`config.mk`:
```
export PLATFORM = sky130hd
export DESIGN_NAME = sonar_echo_logger
export DESIGN_NICKNAME = d
export VERILOG_FILES = /design/src/rtl/sonar_echo_logger.sv
export SDC_FILE = /design/constraint.sdc
export NUM_CORES = 1
export LEC_CHECK = 0
export ABC_AREA = 1
export BUFFER_PORTS_ARGS = -buffer_cell sky130_fd_sc_hd__clkbuf_2
export CORE_MARGIN = 1.5
export CORE_UTILIZATION = 45
export DETAILED_ROUTE_END_ITERATION = 8
export PLACE_DENSITY = 0.73
export SLEW_MARGIN = 40
export SYNTH_ARGS = -nofsm -noshare
export SYNTH_HDL_FRONTEND = slang
export SYNTH_SLANG_ARGS = --single-unit
```
`constraint.sdc`:
```
create_clock -name wb_clk_i -period 7.45 [get_ports wb_clk_i]
set_input_delay 1.1175 -clock wb_clk_i [delete_from_list [all_inputs] [get_ports wb_clk_i]]
set_output_delay 1.1175 -clock wb_clk_i [all_outputs]
set_load 0.01 [all_outputs]
```
`src/rtl/sonar_echo_logger.sv`:
```
// sonar_echo_logger: timestamps threshold-crossing echoes in PCM ticks,
// tracks the peak envelope for each echo, and queues {ts, peak} records
// in a small FIFO that firmware drains over a 16-bit register slave.
// Optional build macro: ECHO_LOG_IRQ_EN adds the irq_o level output.
module sonar_echo_logger #(
    parameter int          FIFO_DEPTH  = 8,
    parameter logic [15:0] HOLDOFF_RST = 16'd8
) (
    input  logic        wb_clk_i,
    input  logic        wb_rst_ni,
    input  logic        wb_valid_i,
    input  logic [1:0]  wbs_adr_i,
    input  logic [15:0] wbs_dat_i,
    input  logic        wbs_strb_i,
    output logic        wbs_ack_o,
    output logic [15:0] wbs_dat_o,
    input  logic        ce_pcm,
    input  logic        mclear,
    input  logic        det_i,
    input  logic [15:0] env_i
`ifdef ECHO_LOG_IRQ_EN
    ,
    output logic        irq_o
`endif
);

    localparam int AW = (FIFO_DEPTH > 1) ? $clog2(FIFO_DEPTH) : 1;
    localparam int CW = AW + 1;

    typedef enum logic [1:0] {
        IDLE  = 2'd0,
        ARMED = 2'd1,
        ECHO  = 2'd2,
        HOLD  = 2'd3
    } state_t;

    // Echo tracking state
    state_t        state_reg;
    logic [15:0]   tick_reg;
    logic [15:0]   ts_reg;
    logic [15:0]   peak_reg;
    logic [15:0]   hold_reg;

    // Register file and bus outputs
    logic [15:0]   holdoff_reg;
    logic          ack_reg;
    logic [15:0]   dat_reg;

    // Record FIFO: upper half timestamp, lower half peak
    logic [31:0]   mem [FIFO_DEPTH];
    logic [AW-1:0] wr_ptr_reg;
    logic [AW-1:0] rd_ptr_reg;
    logic [CW-1:0] count_reg;
    logic          overflow_reg;

    // Combinational helpers
    logic          bus_req;
    logic          rd_req;
    logic          wr_req;
    logic          fifo_empty;
    logic          fifo_full;
    logic          pop;
    logic          sat;
    logic          echo_end;
    logic [15:0]   peak_max;
    logic [31:0]   push_data;
    logic          push_accept;
    logic          push_drop;
    logic [31:0]   head;
    logic [15:0]   rd_data;

    // Bus decode, FIFO flags and the push request raised when an echo ends
    always_comb begin
        bus_req     = wb_valid_i && !ack_reg;
        rd_req      = bus_req && !wbs_strb_i;
        wr_req      = bus_req && wbs_strb_i;
        fifo_empty  = (count_reg == '0);
        fifo_full   = (count_reg == CW'(FIFO_DEPTH));
        // mclear flushes the FIFO, so a simultaneous pop is meaningless
        pop         = rd_req && (wbs_adr_i == 2'd2) && !fifo_empty && !mclear;
        sat         = (tick_reg == 16'hFFFF);
        echo_end    = ce_pcm && !mclear && (state_reg == ECHO) && (!det_i || sat);
        peak_max    = (env_i > peak_reg) ? env_i : peak_reg;
        // On a saturation tick with det_i still high the current sample counts
        push_data   = {ts_reg, (det_i ? peak_max : peak_reg)};
        // Pop is applied first, so a full FIFO being popped still accepts
        push_accept = echo_end && (!fifo_full || pop);
        push_drop   = echo_end && fifo_full && !pop;
        head        = mem[rd_ptr_reg];
    end

    // Register read multiplexer; head fields read as 0 when nothing is queued
    always_comb begin
        rd_data = '0;
        case (wbs_adr_i)
            2'd0: rd_data = {6'd0, state_reg, overflow_reg, fifo_full, fifo_empty, 5'(count_reg)};
            2'd1: rd_data = fifo_empty ? 16'd0 : head[31:16];
            2'd2: rd_data = fifo_empty ? 16'd0 : head[15:0];
            2'd3: rd_data = holdoff_reg;
            default: rd_data = '0;
        endcase
    end

    // Bus slave: one-cycle ack, registered read data, HOLDOFF writes
    always_ff @(posedge wb_clk_i) begin
        if (!wb_rst_ni) begin
            ack_reg     <= 1'b0;
            dat_reg     <= '0;
            holdoff_reg <= HOLDOFF_RST;
        end else begin
            ack_reg <= bus_req;
            if (rd_req) begin
                dat_reg <= rd_data;
            end
            if (wr_req && (wbs_adr_i == 2'd3)) begin
                holdoff_reg <= wbs_dat_i;
            end
        end
    end

    assign wbs_ack_o = ack_reg;
    assign wbs_dat_o = dat_reg;

    // Record storage, left unreset so it maps onto plain RAM
    always_ff @(posedge wb_clk_i) begin
        if (wb_rst_ni && push_accept) begin
            mem[wr_ptr_reg] <= push_data;
        end
    end

    // FIFO pointers, occupancy and sticky overflow flag
    always_ff @(posedge wb_clk_i) begin
        if (!wb_rst_ni) begin
            wr_ptr_reg   <= '0;
            rd_ptr_reg   <= '0;
            count_reg    <= '0;
            overflow_reg <= 1'b0;
        end else if (mclear) begin
            wr_ptr_reg   <= '0;
            rd_ptr_reg   <= '0;
            count_reg    <= '0;
            overflow_reg <= 1'b0;
        end else begin
            if (pop) begin
                rd_ptr_reg <= rd_ptr_reg + AW'(1);
            end
            if (push_accept) begin
                wr_ptr_reg <= wr_ptr_reg + AW'(1);
            end
            count_reg <= count_reg + CW'(push_accept) - CW'(pop);
            // A new drop wins over a same-cycle clear so the event is not lost
            if (push_drop) begin
                overflow_reg <= 1'b1;
            end else if (wr_req && (wbs_adr_i == 2'd0) && wbs_dat_i[7]) begin
                overflow_reg <= 1'b0;
            end
        end
    end

    // Echo FSM with tick counter; inputs are only looked at on ce_pcm
    always_ff @(posedge wb_clk_i) begin
        if (!wb_rst_ni) begin
            state_reg <= IDLE;
            tick_reg  <= '0;
            ts_reg    <= '0;
            peak_reg  <= '0;
            hold_reg  <= '0;
        end else if (mclear) begin
            state_reg <= ARMED;
            tick_reg  <= '0;
        end else if (ce_pcm) begin
            if ((state_reg != IDLE) && !sat) begin
                tick_reg <= tick_reg + 16'd1;
            end
            case (state_reg)
                IDLE: begin
                    state_reg <= IDLE;
                end
                ARMED: begin
                    if (sat) begin
                        state_reg <= IDLE;
                    end else if (det_i) begin
                        ts_reg    <= tick_reg;
                        peak_reg  <= env_i;
                        state_reg <= ECHO;
                    end
                end
                ECHO: begin
                    if (sat) begin
                        state_reg <= IDLE;
                    end else if (det_i) begin
                        peak_reg <= peak_max;
                    end else begin
                        hold_reg  <= holdoff_reg;
                        state_reg <= (holdoff_reg == 16'd0) ? ARMED : HOLD;
                    end
                end
                HOLD: begin
                    if (sat) begin
                        state_reg <= IDLE;
                    end else begin
                        hold_reg <= hold_reg - 16'd1;
                        if (hold_reg == 16'd1) begin
                            state_reg <= ARMED;
                        end
                    end
                end
                default: state_reg <= IDLE;
            endcase
        end
    end

`ifdef ECHO_LOG_IRQ_EN
    logic irq_reg;

    // Interrupt level: records pending or a record was dropped
    always_ff @(posedge wb_clk_i) begin
        if (!wb_rst_ni) begin
            irq_reg <= 1'b0;
        end else begin
            irq_reg <= !fifo_empty || overflow_reg;
        end
    end

    assign irq_o = irq_reg;
`endif

endmodule
```
==> metrics.txt <==
status=finished, final reports clean; FF+latch count, synth=369; synth warn=0; fillers=about 3.1k; first-pass GRT wire length=about 65000 um; Inserted Diodes=0; Mapped Cells=roughly 1.8k; router iterations before antenna repair=7; setup bufs post-CTS=0; TNS Setup=0 ns; CP max FO=22; synthesized area=between 15000 and 20000 um^2; clock buffer depth=3; Core Box Area=36700 um^2; PD cells=around 220 nW/um^2; area share of the largest cell type after synthesis=between 40% and 50%; Largest register FFs=~260; GRT overflow=0; Total Nets Final=between 1.5k and 2k; final hold violation count=0; Crit Path Class=in -> reg; initial antenna violation count=0; Die ar.=around 38000 um^2; vias in the first global route=around 12k; # setup viols final=0; Clock Power Share=40.7%; Psw=between 0.8 and 0.9 mW; HP Class=reg -> reg; logic gate share of total power=under 10%; row cnt=70; share of layout cells above drive strength 1=10.14%; CTS Buf Count=35; cells taking the most area after synthesis=edfxtp_1 (46%), dfxtp_1 (13%), nand2_1 (7.7%), o21ai_0 (5.7%), nor2_1 (5.1%); Area Growth Syn to Fin=12.00%; HPWL after DPL=~27000 um; clock sinks=approximately 370; maxcap violations=0; Sequential Power Share=approximately 54%; final worst slack=between 3 and 4 ns; Worst Path Required=7.66 ns; DRT Wirelength=41030 um; leakage=7.082 nW; largest net degree at the start of global routing=100; Synth area leader=edfxtp_1; Final Max Slew Viols=0; Sw Ratio=21.72%; Crit. End Element=flop; worst skew pair latency=~0.53 ns; PortBufs=between 50 and 60; die width=between 150 and 200 um; VDD IR max=129.1 uV; CTS tree=done; I/O Pins=58; CP Launch Type=input pin; Int Power=~3.2 mW; H-Tree Level Count=2; Vias=12.86k; Multi-input gate area=slightly below 6000 um^2; pre-CTS setup slack=about 3.2 ns; DRT antenna net count=0; DR iter-0 viols=1254; Reg with most FFs=mem; GRT Overall Usage=21.44%; DR WL/cell=roughly 17 um; Rel. slew slack=between 40% and 50%; Distinct cells, synth=45; CP arrival=roughly 3.7 ns; clk_skew=around 0.027 ns; initial core utilization=45.71%; Die H=between 150 and 200 um; syn avg cell area=about 9.2 um^2; Post-Syn Nets=roughly 1.9k; # DRC=0; Least-Margin Pin Slew=just over 0.8 ns; RSZ-0062 raised after global routing=no; routability congestion estimate=just under 0.9; post-layout min period=3.477 ns; Max Clk Rate=between 0.2 and 0.3 GHz; Via density=between 5 and 6; PostCTS Resize Cnt=0; Sequential Area=approximately 10000 um^2; CTS Hold Bufs=0; clock root cell=clkbuf_16; final cycle utilization of the critical path=46.67%; Seq/Total Area, Yosys=between 50 and 60%; clock slew at reported path FFs=~0.06 ns
-- cell usage after synthesis --
library cell	count
nor4_1	2
nand2_2	9
nor2_4	2
nor2_1	229
nand3_1	148
nor3_1	8
a21oi_1	125
or2_2	12
nor3_2	3
and3_1	2
o21ai_0	190
edfxtp_1	256
a21oi_2	1
nand2_1	345
fa_1	1
dfxtp_1	113
buf_6	3
nand3b_1	1
nor3_4	2
inv_1	175
nor2_2	4
clkinv_1	3
buf_4	13
and2_1	16
clkbuf_1	41
o21a_1	3
nand3_2	2
nand3_4	1
nor3b_1	2
a31oi_1	4
buf_1	6
buf_2	22
xor2_1	7
ha_1	26
nor4_2	1
o211ai_1	2
xnor2_1	4
nand4_1	11
inv_2	8
clkbuf_2	1
a21o_1	2
nand4_2	1
o21ai_1	23
o21ai_2	2
a31oi_2	1
-- layout make-up --
class / count / share of cell area, %
sequential: 369 / 52.98
multi-input combinational: 1192 / 30.83
clock buffer: 52 / 5.108
timing repair buffer: 84 / 3.789
inverter: 186 / 3.716
tap: 468 / 3.116
clock inverter: 11 / 0.4595
-- power groups by stage --
stage | Sequential [mW] | Combinational (mW) | Clock (mW)
2_1_floorplan | 2.26 | 0.129 | 0
3_3_place_gp | 2.27 | 0.188 | 0
3_5_place_dp | 2.27 | 0.195 | 0
4_1_cts | 2.22 | 0.196 | 1.68
5_1_grt | 2.23 | 0.222 | 1.76
6_report | 2.22 | 0.200 | 1.66
-- final timing paths --
| check | from | endpoint | slack (ns) | cells after the start |
|---|---|---|---|---|
| worst min register to register | wbs_dat_o[0] | wbs_dat_o[0] | 0.47 | 2 |
| worst min-delay path | wbs_dat_o[0] | wbs_dat_o[0] | 0.47 | 2 |
| worst max-delay path | wbs_strb_i | mem[7][30] | 3.97 | 10 |
| worst max register to register | wbs_ack_o | mem[7][30] | 4.31 | 9 |
-- per-layer routing --
layer  vias to the layer above  global-route usage (%)  share of wire, %
met5                         -                       0                 0
met4                         0                   7.949               3.2
met3                        70                   2.665               6.9
met2                       477                   36.97                49
met1                      6095                   27.72                41
li1                       6215                       -                 -
-- cells by family after synthesis --
family / after synthesis / share of synthesized area (%)
adders and majority gates: 27 / 2.058
DFF: 369 / 59.31
AOI/OAI and AO/OA: 353 / 10.78
buffers and inverters: 272 / 6.683
xor gates and xnor gates: 11 / 0.5743
and+or+nand+nor: 801 / 20.60
-- layout by cell type, fill, tap and decap left out, types with 11 or more instances in the layout --
cell,instances
nand2_1,344
edfxtp_1,256
nor2_1,219
o21ai_0,190
inv_1,173
nand3_1,147
a21oi_1,125
dfxtp_1,111
clkbuf_2,57
clkbuf_16,35
ha_1,26
o21ai_1,23
and2_1,16
clkbuf_1,15
or2_2,12
nand4_1,11
-- metrics by stage --
step                      power (mW)  cells  hold WS [ns]  utilization, %  cell area [um^2]
after global routing           4.204   2362        0.4889           51.20             18790
after global placement         2.455   2283        0.4458           47.34             17370
after CTS                      4.101   2362        0.4708           51.18             18780
after detailed placement       2.464   2299        0.4616           48.33             17740
final                          4.086   2362        0.4732           51.20             18790
after floorplan                2.394   1833        0.4388               -             16780
-- critical path, stage by stage --
cell and delay (ns):
clkbuf_2 0.08, inv_1 0.07, nand3_2 0.34, nor4_2 0.58, nor2_1 0.17, nor2_4 0.19, nand2_1 0.28, nor2_4 0.45
buf_8 0.23, buf_8 0.18
Power figures use the tool's default switching activity.
